`src/rtl/des_request_scheduler_pkg.sv`:
```
// Shared definitions for the DES request scheduler: FSM encoding, block width,
// default watchdog length and the round-robin pointer advance.
package des_request_scheduler_pkg;

    typedef enum logic [1:0] {
        ST_IDLE   = 2'd0,
        ST_LAUNCH = 2'd1,
        ST_WAIT   = 2'd2,
        ST_RESP   = 2'd3
    } sched_state_t;

    localparam int BLK_W           = 64;
    localparam int DEFAULT_TIMEOUT = 32;

    function automatic int next_ptr(input int grant, input int num_req);
        return (grant == num_req - 1) ? 0 : grant + 1;
    endfunction

endpackage

```
`src/rtl/des_request_scheduler_rr_arbiter.sv`:
```
// Combinational round-robin arbiter: first requester at or after the pointer,
// wrapping modulo NUM_REQ, produces a one-hot grant and its index.
module des_request_scheduler_rr_arbiter #(
    parameter int NUM_REQ = 4,
    parameter int IDX_W   = (NUM_REQ > 1) ? $clog2(NUM_REQ) : 1
) (
    input  logic [NUM_REQ-1:0] i_req,
    input  logic [IDX_W-1:0]   i_ptr,
    input  logic               i_enable,
    output logic [NUM_REQ-1:0] o_grant,
    output logic [IDX_W-1:0]   o_grant_idx
);

    logic             w_found;
    logic [IDX_W-1:0] w_cand;

    always_comb begin
        o_grant     = '0;
        o_grant_idx = '0;
        w_found     = 1'b0;
        w_cand      = '0;
        if (i_enable) begin
            for (int i = 0; i < NUM_REQ; i++) begin
                w_cand = IDX_W'((int'(i_ptr) + i) % NUM_REQ);
                if (!w_found && i_req[w_cand]) begin
                    w_found          = 1'b1;
                    o_grant[w_cand]  = 1'b1;
                    o_grant_idx      = w_cand;
                end
            end
        end
    end

endmodule

```
`src/rtl/des_request_scheduler.sv`:
```
// Shares one des_core among NUM_REQ requesters: round-robin grant, launch,
// watchdog-bounded wait for done, and a single tagged response channel.
module des_request_scheduler
    import des_request_scheduler_pkg::*;
#(
    parameter int NUM_REQ        = 4,
    parameter int ID_W           = 2,
    parameter int TIMEOUT_CYCLES = DEFAULT_TIMEOUT
) (
    input  logic                     clk,
    input  logic                     reset,
    input  logic [NUM_REQ-1:0]       req_valid_din,
    input  logic [BLK_W*NUM_REQ-1:0] req_plaintext_din,
    input  logic [BLK_W*NUM_REQ-1:0] req_key_din,
    output logic [NUM_REQ-1:0]       req_ready_dout,
    output logic                     resp_valid_dout,
    input  logic                     resp_ready_din,
    output logic [ID_W-1:0]          resp_id_dout,
    output logic [BLK_W-1:0]         resp_ciphertext_dout,
    output logic                     resp_parity_dout,
    output logic                     resp_timeout_dout,
    output logic                     des_start_strobe_dout,
    output logic [BLK_W-1:0]         des_plaintext_dout,
    output logic [BLK_W-1:0]         des_key_dout,
    input  logic                     des_done_strobe_din,
    input  logic                     des_active_din,
    input  logic                     des_parity_check_din,
    input  logic [BLK_W-1:0]         des_ciphertext_din,
    output logic                     busy_dout
);

    localparam int CNT_W = $clog2(TIMEOUT_CYCLES) + 1;

    sched_state_t     r_state;
    logic [ID_W-1:0]  r_ptr;
    logic [ID_W-1:0]  r_id;
    logic [CNT_W-1:0] r_cnt;
    logic [BLK_W-1:0] r_pt;
    logic [BLK_W-1:0] r_key;
    logic [BLK_W-1:0] r_ct;
    logic             r_start;
    logic             r_resp_valid;
    logic             r_parity;
    logic             r_timeout;
    logic             r_busy;

    logic               w_enable;
    logic [NUM_REQ-1:0] w_grant;
    logic [ID_W-1:0]    w_grant_idx;
    logic [CNT_W-1:0]   w_cnt_next;
    logic               w_timeout_hit;

    // A still-active core means a stale operation; hold off granting until it clears.
    assign w_enable      = reset && (r_state == ST_IDLE) && !des_active_din;
    assign w_cnt_next    = r_cnt + CNT_W'(1);
    assign w_timeout_hit = (w_cnt_next == CNT_W'(TIMEOUT_CYCLES - 1));

    des_request_scheduler_rr_arbiter #(
        .NUM_REQ (NUM_REQ),
        .IDX_W   (ID_W)
    ) u_rr_arbiter (
        .i_req       (req_valid_din),
        .i_ptr       (r_ptr),
        .i_enable    (w_enable),
        .o_grant     (w_grant),
        .o_grant_idx (w_grant_idx)
    );

    always_ff @(posedge clk or negedge reset) begin
        if (!reset) begin
            r_state      <= ST_IDLE;
            r_ptr        <= '0;
            r_id         <= '0;
            r_cnt        <= '0;
            r_pt         <= '0;
            r_key        <= '0;
            r_ct         <= '0;
            r_start      <= 1'b0;
            r_resp_valid <= 1'b0;
            r_parity     <= 1'b0;
            r_timeout    <= 1'b0;
            r_busy       <= 1'b0;
        end else begin
            r_start <= 1'b0;
            case (r_state)
                ST_IDLE: begin
                    if (|w_grant) begin
                        r_id    <= w_grant_idx;
                        r_pt    <= req_plaintext_din[BLK_W*w_grant_idx +: BLK_W];
                        r_key   <= req_key_din[BLK_W*w_grant_idx +: BLK_W];
                        r_ptr   <= ID_W'(next_ptr(int'(w_grant_idx), NUM_REQ));
                        r_start <= 1'b1;
                        r_busy  <= 1'b1;
                        r_state <= ST_LAUNCH;
                    end
                end
                ST_LAUNCH: begin
                    r_parity <= des_parity_check_din;
                    r_cnt    <= '0;
                    r_state  <= ST_WAIT;
                end
                ST_WAIT: begin
                    r_cnt <= w_cnt_next;
                    // Done takes priority over a watchdog expiring in the same cycle.
                    if (des_done_strobe_din) begin
                        r_ct         <= des_ciphertext_din;
                        r_timeout    <= 1'b0;
                        r_resp_valid <= 1'b1;
                        r_state      <= ST_RESP;
                    end else if (w_timeout_hit) begin
                        r_ct         <= '0;
                        r_timeout    <= 1'b1;
                        r_resp_valid <= 1'b1;
                        r_state      <= ST_RESP;
                    end
                end
                ST_RESP: begin
                    if (resp_ready_din) begin
                        r_resp_valid <= 1'b0;
                        r_busy       <= 1'b0;
                        r_state      <= ST_IDLE;
                    end
                end
                default: r_state <= ST_IDLE;
            endcase
        end
    end

    assign req_ready_dout        = w_grant;
    assign resp_valid_dout       = r_resp_valid;
    assign resp_id_dout          = r_id;
    assign resp_ciphertext_dout  = r_ct;
    assign resp_parity_dout      = r_parity;
    assign resp_timeout_dout     = r_timeout;
    assign des_start_strobe_dout = r_start;
    assign des_plaintext_dout    = r_pt;
    assign des_key_dout          = r_key;
    assign busy_dout             = r_busy;

endmodule
```
`config.mk`:
```
export PLATFORM = sky130hd
export DESIGN_NAME = des_request_scheduler
export DESIGN_NICKNAME = d
export VERILOG_FILES = /design/src/rtl/des_request_scheduler_pkg.sv /design/src/rtl/des_request_scheduler_rr_arbiter.sv /design/src/rtl/des_request_scheduler.sv
export SDC_FILE = /design/constraint.sdc
export NUM_CORES = 1
export LEC_CHECK = 0
export CORE_AREA = 3 3 307 309
export DETAILED_ROUTE_END_ITERATION = 7
export DIE_AREA = 0 0 310 312
export PLACE_DENSITY = 0.42
export SLEW_MARGIN = 15
export SYNTH_ARGS = -nofsm -noshare
export SYNTH_HDL_FRONTEND = slang
export SYNTH_SLANG_ARGS = --single-unit
export TNS_END_PERCENT = 100
```
`constraint.sdc`:
```
create_clock -name clk -period 3.4 [get_ports clk]
set_input_delay 0.68 -clock clk [delete_from_list [all_inputs] [get_ports clk]]
set_output_delay 0.68 -clock clk [all_outputs]
set_load 0.02 [all_outputs]
```
==> flow_summary.ini <==
[status]
status = completed

[layout]
drive_above_1_share = 0.154
fillerInstances = 9578
seq_area_mm2 = 0.00523
layout-area-overhead-vs-synth_pct = 85.8
final_net_count = 2446
stdcell_count = 3069
footprint_of_the_multi_input_gates_mm2 = 0.00708

[floorplanning]
num_io_pins = 789
fp.dieH_um = 312
dieWidth_um = 310
design.die.area_mm2 = 0.0967
start_util = 0.140
core_mm2 = 0.0917
row_count = 111

[worst_setup_path]
setup.worst_path.start_class = primary input
crit_chain = clkdlybuf4s50_1 > mux4_2 > buf_4 > a21oi_1 > o31ai_1 > nand2_1 > a21oi_1 > clkdlybuf4s15_1
timing.critical_path.to_type = primary output
cp_data_required_time_ns = 2.72
worst-setup-path-type = primary input to primary output
critical-path-slowest-cell = mux4_2
library_cell_appearing_most_often_on_the_critical_path = a21oi_1
critical_path_arrival_ns = 2.60
path_max_fanout = 5
crit_path_max_incr_delay_ns = 0.54

[timing]
grt_setup_unrepaired = no
period_minus_slack_ns = 3.28
tightestPinTransition_ns = 0.890
worst_slew_slack_as_a_fraction_of_its_limit = 0.407
clock-skew-final_ns = 0.0163
achievable-frequency_mhz = 305
setup-violations-final = 0
finalHoldViolCount = 0
slew_viol_final = 0
final.setup.tns_ns = 0
final.period_utilization = 0.964

[logic_synthesis]
synth_most_common_cell = mux2i_1
synth_area_leaders = dfrtp_1 41%, mux2i_1 30%, mux2_4 7.9%
seq_total_area_yosys = 0.409
postSynth.asyncResetShare = 1.00
synth_edf_count = 0
synth_common_cells = 389 x mux2i_1, 209 x dfrtp_1, 67 x mux2_2, 67 x mux2_4, 64 x a22o_1
synth_ff_type = dfrtp_1
synth_top_area_share = 0.409
synth_cell_types = 41
post_synth_inst_count = 1015
syn_area_mm2 = 0.0128
syn-mean-instance-area_um2 = 12.6
ys.warnings.count = 0
ys_ff_latch = 209
yosys.area.top_type = dfrtp_1
synth.net_count = 1617

[pwr]
power.static_leakage_nw = 11.8
design_power_total_w = 0.0166
vdd_drop_max_v = 0.000402
p_per_area_mw_per_mm2 = 700

[grt]
grt.overflow.total = 0
grt_pass1_wl_um = 93100
initial_antenna_violation_count = 24
grt_pass1_vias = 12800
global_route.usage.total = 0.132
maximum_number_of_pins_on_one_net_before_global_route_repair = 102

[route]
vias = 11600
avgViaCountPerCell = 3.79
antenna_violating_nets_left = 0
routed_wl_um = 67900
drtPass1Iterations = 5
drt_iter0_markers = 447
drc = 0
wire_per_inst_um = 22.1

[placed_design]
numPortBuffers = 788
finalWeightedCongestion = 0.802
dp.cells = 2994
dp_hpwl_um = 56500

[cts]
number_of_buffers_created_by_cts = 31
clock_root_buffer = clkbuf_16
cts.hold.buffers_added = 0
number_of_buffers_on_the_longest_clock_path = 3
clkTransAtPathRegs_ns = 0.06
insertion_delay_ns = 0.60
cts_sinks = 209
cts_tree = built
htree_num_levels = 1

[hold_path]
timing.hold.worst.class = primary input to asynchronous set/reset pin

[run]
maxCapViolCount = 0
## power by group
group	internal, W	switching, W	leakage, nW
Combinational	0.00470	0.00421	8.78
Sequential	0.00369	0.000707	2.55
Clock	0.00199	0.00133	0.519
Total	0.0104	0.00625	11.8
## what timing repair did
action	CTS	global route
gates resized for setup	10	1
pin swaps	0	0
endpoints found under the setup margin	4	4
buffers inserted	1	2
## per-stage QoR
| step | area, um^2 | hold WS [ns] | setup WS, ns | util |
|---|---|---|---|---|
| 2_1_floorplan | 12800 | 0.384 | 0.144 | - |
| 3_3_place_gp | 22600 | 0.491 | -0.172 | 0.247 |
| 3_5_place_dp | 22600 | 0.491 | -0.195 | 0.247 |
| 4_1_cts | 23700 | 0.161 | 0.0000318 | 0.259 |
| 5_1_grt | 23700 | 0.157 | 0.0440 | 0.259 |
| 6_report | 23800 | 0.149 | 0.122 | 0.259 |
## layer usage
metal	GRT usage	vias up	wire, um
li1	-	5469	-
met1	0.129	5543	23200
met2	0.258	541	36500
met3	0.0490	66	6580
met4	0.0309	8	1550
met5	0	-	55
## placed cells by master (no fill, tap or decap), types with 3 or more instances in the layout
| cell | netlist | routed |
|---|---|---|
| nor2_1 | 4 | 4 |
| nand3_1 | 4 | 4 |
| and3b_1 | 3 | 3 |
| clkbuf_8 | 0 | 7 |
| clkdlybuf4s50_1 | 0 | 783 |
| inv_1 | 19 | 18 |
| buf_12 | 0 | 21 |
| clkbuf_1 | 26 | 6 |
| dfrtp_1 | 209 | 209 |
| inv_6 | 0 | 3 |
| nand2_1 | 24 | 24 |
| mux2_4 | 67 | 67 |
| mux2_2 | 67 | 67 |
| nor3_1 | 5 | 5 |
| o31ai_1 | 5 | 5 |
| a21oi_1 | 16 | 16 |
| ha_1 | 16 | 15 |
| a22o_1 | 64 | 64 |
| clkbuf_16 | 0 | 31 |
| nor2b_1 | 3 | 3 |
| o21ai_0 | 13 | 13 |
| clkinv_2 | 0 | 5 |
| buf_4 | 2 | 67 |
| mux2i_1 | 389 | 389 |
| diode_2 | 0 | 14 |
## path summary, 6_finish.rpt
path,startpoint,endpoint,slack (ns),depth (start not counted)
worst max-delay path,req_valid_din[0],req_ready_dout[1],0.12,8
worst min-delay path,reset,resp_ciphertext_dout[54],0.15,2
worst max register to register,r_ptr[0],des_plaintext_dout[27],0.36,12
worst min register to register,resp_ciphertext_dout[42],resp_ciphertext_dout[42],0.50,1
max in group asynchronous,reset,des_plaintext_dout[9],1.91,3
min in group clk,resp_ciphertext_dout[42],resp_ciphertext_dout[42],0.50,1
## state kept, by name, summed over array words and instances, names as in the netlist
signal,flops
des_key_dout,64
resp_ciphertext_dout,64
r_ptr,2
r_cnt,6
resp_valid_dout,1
resp_id_dout,2
des_plaintext_dout,64
r_state,2
busy_dout,1
des_start_strobe_dout,1
resp_timeout_dout,1
resp_parity_dout,1
## cells by family (layout without fill, tap and decap cells)
| family | after synthesis | after routing | synth area share |
|---|---|---|---|
| multiplexers | 525 | 525 | 0.446 |
| flip-flops | 209 | 209 | 0.409 |
| AO/OA/AOI/OAI | 110 | 110 | 0.0659 |
| buffers and inverters | 99 | 953 | 0.0415 |
| AND/OR/NAND/NOR | 54 | 54 | 0.0211 |
| adder cells (fa/ha/maj) | 16 | 16 | 0.0157 |
| XOR/XNOR | 2 | 2 | 0.00137 |
| other | 0 | 14 | 0 |
## layout make-up
type | count | share of cell area
Multi-Input combinational cell | 707 | 0.298
Clock buffer | 44 | 0.0376
Sequential cell | 209 | 0.220
Inverter | 19 | 0.00300
Timing Repair Buffer | 876 | 0.371
Antenna cell | 14 | 0.00147
Clock inverter | 14 | 0.00658
Tap cell | 1186 | 0.0624
## critical path: cells and delay by family
family                 cells  cell delay [ns]
AO/OA/AOI/OAI              3             0.32
multiplexers               1             0.54
AND/OR/NAND/NOR            1             0.12
buffers and inverters      3             0.94
Note: power is estimated with default switching activity, not from simulation.
